`src/rtl/sha256_stream_core.sv`:
```
`timescale 1ns/1ps
// Purpose: SHA-256 compression of pre-padded 512-bit blocks, chaining H across the blocks of one message.
// Latency: accept on edge 0, rounds on edges 1..N (N = 64/ROUNDS_PER_CYCLE), H update on edge N+1, digest valid after it.
// Backpressure: in_ready only in IDLE; digest held until out_ready; clear aborts any block and restores the standard IV.
module sha256_stream_core #(
   parameter int ROUNDS_PER_CYCLE = 1,
   parameter bit IV_LOAD_EN       = 1'b0
) (
   input  logic         clk,
   input  logic         rst_n,
   input  logic         clear,
   input  logic         in_valid,
   output logic         in_ready,
   input  logic [511:0] in_block,
   input  logic         in_first,
   input  logic         in_last,
   input  logic         in_iv_sel,
   input  logic [255:0] in_iv,
   output logic         out_valid,
   input  logic         out_ready,
   output logic [255:0] out_hash
);
   localparam int         R        = ROUNDS_PER_CYCLE;
   localparam logic [6:0] LAST_CNT = 7'(64 - R);

   localparam logic [31:0] IV [8] = '{
      32'h6a09e667, 32'hbb67ae85, 32'h3c6ef372, 32'ha54ff53a,
      32'h510e527f, 32'h9b05688c, 32'h1f83d9ab, 32'h5be0cd19};

   localparam logic [31:0] K [64] = '{
      32'h428a2f98, 32'h71374491, 32'hb5c0fbcf, 32'he9b5dba5, 32'h3956c25b, 32'h59f111f1, 32'h923f82a4, 32'hab1c5ed5,
      32'hd807aa98, 32'h12835b01, 32'h243185be, 32'h550c7dc3, 32'h72be5d74, 32'h80deb1fe, 32'h9bdc06a7, 32'hc19bf174,
      32'he49b69c1, 32'hefbe4786, 32'h0fc19dc6, 32'h240ca1cc, 32'h2de92c6f, 32'h4a7484aa, 32'h5cb0a9dc, 32'h76f988da,
      32'h983e5152, 32'ha831c66d, 32'hb00327c8, 32'hbf597fc7, 32'hc6e00bf3, 32'hd5a79147, 32'h06ca6351, 32'h14292967,
      32'h27b70a85, 32'h2e1b2138, 32'h4d2c6dfc, 32'h53380d13, 32'h650a7354, 32'h766a0abb, 32'h81c2c92e, 32'h92722c85,
      32'ha2bfe8a1, 32'ha81a664b, 32'hc24b8b70, 32'hc76c51a3, 32'hd192e819, 32'hd6990624, 32'hf40e3585, 32'h106aa070,
      32'h19a4c116, 32'h1e376c08, 32'h2748774c, 32'h34b0bcb5, 32'h391c0cb3, 32'h4ed8aa4a, 32'h5b9cca4f, 32'h682e6ff3,
      32'h748f82ee, 32'h78a5636f, 32'h84c87814, 32'h8cc70208, 32'h90befffa, 32'ha4506ceb, 32'hbef9a3f7, 32'hc67178f2};

   typedef enum logic [1:0] {ST_IDLE, ST_ROUND, ST_UPDATE, ST_OUTPUT} state_e;

   generate
      if (R != 1 && R != 2 && R != 4) begin : g_bad_rounds
         $error("sha256_stream_core: ROUNDS_PER_CYCLE must be 1, 2 or 4");
      end
   endgenerate

   function automatic logic [31:0] ror(input logic [31:0] x, input int n);
      return (x >> n) | (x << (32 - n));
   endfunction
   function automatic logic [31:0] ssig0(input logic [31:0] x);
      return ror(x, 7) ^ ror(x, 18) ^ (x >> 3);
   endfunction
   function automatic logic [31:0] ssig1(input logic [31:0] x);
      return ror(x, 17) ^ ror(x, 19) ^ (x >> 10);
   endfunction
   function automatic logic [31:0] bsig0(input logic [31:0] x);
      return ror(x, 2) ^ ror(x, 13) ^ ror(x, 22);
   endfunction
   function automatic logic [31:0] bsig1(input logic [31:0] x);
      return ror(x, 6) ^ ror(x, 11) ^ ror(x, 25);
   endfunction

   state_e      state_q, state_d;
   logic [31:0] h_q  [8],  h_d  [8];   // chaining value H0..H7
   logic [31:0] wk_q [8],  wk_d [8];   // working registers a..h
   logic [31:0] w_q  [16], w_d  [16];  // schedule window, w_q[0] is W[t]
   logic        last_q, last_d;
   logic [6:0]  cnt_q, cnt_d;          // round index t of the current cycle

   logic [31:0] ext [16+R];            // window extended by the R words that shift in
   logic [31:0] rnd [8];               // a..h after this cycle's R rounds
   logic [31:0] t1, t2;
   logic [5:0]  kidx;

   // Round datapath: R chained rounds plus the schedule words that refill the window tail.
   always_comb begin
      for (int i = 0; i < 16; i++) ext[i] = w_q[i];
      for (int i = 16; i < 16 + R; i++)
         ext[i] = ssig1(ext[i-2]) + ext[i-7] + ssig0(ext[i-15]) + ext[i-16];
      for (int i = 0; i < 8; i++) rnd[i] = wk_q[i];
      t1   = '0;
      t2   = '0;
      kidx = '0;
      for (int r = 0; r < R; r++) begin
         kidx   = cnt_q[5:0] + 6'(r);
         t1     = rnd[7] + bsig1(rnd[4]) + ((rnd[4] & rnd[5]) ^ (~rnd[4] & rnd[6])) + K[kidx] + ext[r];
         t2     = bsig0(rnd[0]) + ((rnd[0] & rnd[1]) ^ (rnd[0] & rnd[2]) ^ (rnd[1] & rnd[2]));
         rnd[7] = rnd[6];
         rnd[6] = rnd[5];
         rnd[5] = rnd[4];
         rnd[4] = rnd[3] + t1;
         rnd[3] = rnd[2];
         rnd[2] = rnd[1];
         rnd[1] = rnd[0];
         rnd[0] = t1 + t2;
      end
   end

   // Control: next state, register updates and handshake outputs; clear overrides everything.
   always_comb begin
      state_d   = state_q;
      h_d       = h_q;
      wk_d      = wk_q;
      w_d       = w_q;
      last_d    = last_q;
      cnt_d     = cnt_q;
      in_ready  = 1'b0;
      out_valid = 1'b0;
      out_hash  = '0;
      if (clear) begin
         state_d = ST_IDLE;
         h_d     = IV;
      end else begin
         case (state_q)
            ST_IDLE: begin
               in_ready = 1'b1;
               if (in_valid) begin
                  // Start value: midstate, standard IV, or the chain carried from the previous block.
                  for (int i = 0; i < 8; i++) begin
                     if (in_first && in_iv_sel && IV_LOAD_EN) h_d[i] = in_iv[255-32*i -: 32];
                     else if (in_first)                       h_d[i] = IV[i];
                  end
                  wk_d = h_d;
                  for (int i = 0; i < 16; i++) w_d[i] = in_block[511-32*i -: 32];
                  last_d  = in_last;
                  cnt_d   = '0;
                  state_d = ST_ROUND;
               end
            end
            ST_ROUND: begin
               wk_d = rnd;
               for (int i = 0; i < 16; i++) w_d[i] = ext[i+R];
               cnt_d = cnt_q + 7'(R);
               if (cnt_q == LAST_CNT) state_d = ST_UPDATE;
            end
            ST_UPDATE: begin
               for (int i = 0; i < 8; i++) h_d[i] = h_q[i] + wk_q[i];
               state_d = last_q ? ST_OUTPUT : ST_IDLE;
            end
            ST_OUTPUT: begin
               out_valid = 1'b1;
               for (int i = 0; i < 8; i++) out_hash[255-32*i -: 32] = h_q[i];
               if (out_ready) state_d = ST_IDLE;
            end
            default: state_d = ST_IDLE;
         endcase
      end
   end

   // State registers; reset drops any block in flight and restores the standard IV.
   always_ff @(posedge clk or negedge rst_n) begin
      if (!rst_n) begin
         state_q <= ST_IDLE;
         last_q  <= 1'b0;
         cnt_q   <= '0;
         for (int i = 0; i < 8; i++) begin
            h_q[i]  <= IV[i];
            wk_q[i] <= '0;
         end
         for (int i = 0; i < 16; i++) w_q[i] <= '0;
      end else begin
         state_q <= state_d;
         last_q  <= last_d;
         cnt_q   <= cnt_d;
         h_q     <= h_d;
         wk_q    <= wk_d;
         w_q     <= w_d;
      end
   end
endmodule

```
`config.mk`:
```
export PLATFORM = sky130hd
export DESIGN_NAME = sha256_stream_core
export DESIGN_NICKNAME = d
export VERILOG_FILES = /design/src/rtl/sha256_stream_core.sv
export SDC_FILE = /design/constraint.sdc
export NUM_CORES = 2
export LEC_CHECK = 0
export BUFFER_PORTS_ARGS = -buffer_cell sky130_fd_sc_hd__buf_2
export CORE_MARGIN = 2
export CORE_UTILIZATION = 35
export DETAILED_ROUTE_END_ITERATION = 8
export GPL_TIMING_DRIVEN = 0
export PLACE_DENSITY = 0.55
export SYNTH_ARGS = -nofsm -noshare
export SYNTH_HDL_FRONTEND = slang
export SYNTH_SLANG_ARGS = --single-unit
```
`constraint.sdc`:
```
create_clock -name clk -period 15.2 [get_ports clk]
set_clock_uncertainty 0.1 [all_clocks]
set_input_delay 3.04 -clock clk [delete_from_list [all_inputs] [get_ports clk]]
set_output_delay 3.04 -clock clk [all_outputs]
set_load 0.02 [all_outputs]
```
==> results by group <==
STA
  – Clock period minus worst slack: 11.69 ns
  – Slew headroom: -4.33%
  – Max-slew violations: 65
  – Worst Max-Slew Pin Slew: 1.56 ns
  – Hold slack: 0.384 ns
  – Fmax: roughly 86 MHz
  – RSZ-0062 raised after global routing: no
  – Setup violators final: 0
  – Crit share post-route: a little under 80%
  – Fin Setup TNS: 0 ns
  – Hold Fails Final Rpt: 0

Drt
  – DRT iter0 DRCs: about 9000
  – TritonRoute pass-1 iters: 6
  – DRC viols: 0
  – Routed Wire Length: 399000 um
  – DRT antenna net count: 0
  – Vias per inst: 5.78
  – Routed vias: 75089
  – WL/cell: 30.7 um

Min path
  – Tightest Hold Check Type: flip-flop to flip-flop

Critical path
  – Slowest cell delay on critical path: 1.05 ns
  – WP data required: 15.77 ns
  – Slowest stage cell, crit path: xnor2_1
  – Crit start category: flip-flop
  – Worst setup path class: flip-flop to flip-flop
  – CP endpoint kind: flip-flop
  – CP arrival: 12.26 ns
  – Max FO, Critical Path: 10

Synth
  – Async SR Flop Fraction: 100%
  – Most used DFF post-synth: dfrtp_1
  – Top cell type by total area after synthesis: dfrtp_1
  – Yosys warning count: 0
  – Syn nets: roughly 10000
  – Syn_area_per_cell: 8.18 sq um
  – #FFs+latches synth: 1034
  – Netlist cell types: 83
  – Synth top area cells: dfrtp_1 30%, nand2_1 7.4%, ha_1 6.6%
  – Number of flops mapped to enable cells by yosys: 0
  – Post-synthesis sequential area ratio: 34.9%
  – Post-synthesis cell area: 74500 sq um
  – Yosys top cell area share: 30.2%
  – Cells after Synth: 9111

Floorplanning
  – Placement Rows: between 150 and 200
  – Die span in y: 465 um
  – Die W: 465 um
  – Initial Utilization: a little over a third
  – Die area: approximately 220000 sq um
  – Core Box Area: 212000 sq um
  – IO Pins: 1034

Placed design
  – Dpl hpwl: 321000 um
  – IO buf count: 776
  – Area after DPL: a little over 80000 sq um
  – DP Cell Count: 12719
  – Routability cong.: 1.04

Final layout
  – Nets: 11402
  – Filler cells: 21787
  – Ratio of cells with drive above 1 in the final layout: 11.9%
  – Layout Cells excl Fill: 12989
  – Most frequent cells in the layout: 1470 x nand2_1, 898 x dfrtp_1, 835 x nor2_1
  – Commonest non-fill, non-tap cell in the layout: nand2_1
  – Area delta synth->final: 16.5%
  – Final instance area: just under 90000 sq um

Global routing
  – Largest net degree at the start of global routing: 167
  – Gr usage total: a little over a third
  – Total grt overflow: 0
  – First-pass GRT wire length: 550000 um
  – Initial antenna violation count: 75
  – Vias in the first global route: between 70000 and 80000

Clock tree
  – Setup Fix Bufs, Post-CTS: 0
  – Clock latency at the later pin of the worst-skew pair: around 0.84 ns
  – # resized after CTS: 0
  – CTS Buf Count: about 130
  – Htree depth: 4
  – Clk root buf: clkbuf_16
  – CTS max path bufs: 3
  – Clock-pin transition on the worst setup and hold timing paths: 0.06 ns
  – Hold buffer count at CTS: 0
  – CTS tree: done
  – # clock sinks: 1034

Run status
  – Status: complete, but fails checks
  – Failing checks: max-capacitance violations, max-slew violations

Run
  – Number of max-capacitance violations reported: 6
worst paths after layout:
check / to / slack (ns) / from / cells past startpoint
hold reg to reg: ext[63] / 0.38 / ext[63] / 2
min in group asynchronous: h_q[200] / 1.98 / rst_n / 1
hold / removal: ext[63] / 0.38 / ext[63] / 2
max in group asynchronous: wk_q[21] / 10.60 / rst_n / 4
setup reg to reg: rnd[223] / 3.51 / cnt_q[2] / 33
setup / recovery: rnd[223] / 3.51 / cnt_q[2] / 33
cell usage after synthesis (all sizes together) (16+ instances only):
master / number
nand2: 1470
dfrtp: 898
nor2: 836
o21ai: 719
clkbuf: 591
a31oi: 520
inv: 517
a21oi: 514
ha: 395
xnor2: 305
and2: 258
xor2: 255
fa: 197
a21o: 173
or3: 137
dfstp: 136
nor3: 112
nor3b: 94
o211ai: 76
nand3: 68
nand2b: 65
o21a: 64
a211oi: 60
a22oi: 59
nor2b: 56
o21bai: 50
buf: 49
o31ai: 34
mux2: 31
nand4: 23
o22ai: 23
a211o: 18
a311oi: 18
and3: 18
a22o: 17
a2111oi: 16
a221oi: 16
mux2i: 16
o22a: 16
sequential cells by signal (all words and copies together), names as in the netlist:
signal / count
cnt_q: 7
ext: 512
h_q: 256
last_q: 1
rnd: 192
state_q: 2
wk_q: 64
worst max-delay path, delay by kind of cell, from the launching register on:
| kind | cells | cell delay [ns] |
|---|---|---|
| AO/OA/AOI/OAI | 14 | 3.67 |
| buffers and inverters | 8 | 2.85 |
| adder cells (fa/ha/maj) | 5 | 2.03 |
| XOR/XNOR | 2 | 1.22 |
| AND/OR/NAND/NOR | 4 | 0.92 |
| flip-flops | 1 | 0.73 |
metal layers:
layer	global-route usage, %	up-vias	share of wire (%)
met3	7.35	931	8.3
met2	56.1	3878	45
li1	-	33138	-
met1	45.7	37082	40
met5	0	-	0.095
met4	20.5	60	6.7
cell type report:
class	instances	area, sq um	area share [%]
buffer	640	2430	2.80
sequential	1034	26000	30.0
clock inverter	42	644	0.742
antenna	26	65.1	0.0750
inverter	519	1950	2.24
tap	2821	3530	4.07
multi-input combinational	6918	44100	50.8
clock buffer	200	3800	4.38
timing repair buffer	789	4210	4.85
cell families after synthesis:
group | count (synthesis) | share of synthesized area (%)
AND/OR/NAND/NOR | 3194 | 19.0
flip-flops | 1034 | 34.9
AO/OA/AOI/OAI | 2518 | 20.9
XOR/XNOR | 560 | 6.58
buffers and inverters | 1159 | 5.84
multiplexers | 51 | 0.804
adder cells (fa/ha/maj) | 595 | 12.0
metrics by stage:
step | setup WS, ns | util [%]
floorplan | 7.04 | -
global placement | -12.81 | 38.7
detailed placement | 4.03 | 38.8
CTS | 3.96 | 40.9
global route | 3.31 | 40.9
finish | 3.51 | 41.0
Power is not shown: default switching activity piles up to over one toggle a cycle in this logic, so the estimate is an artifact.
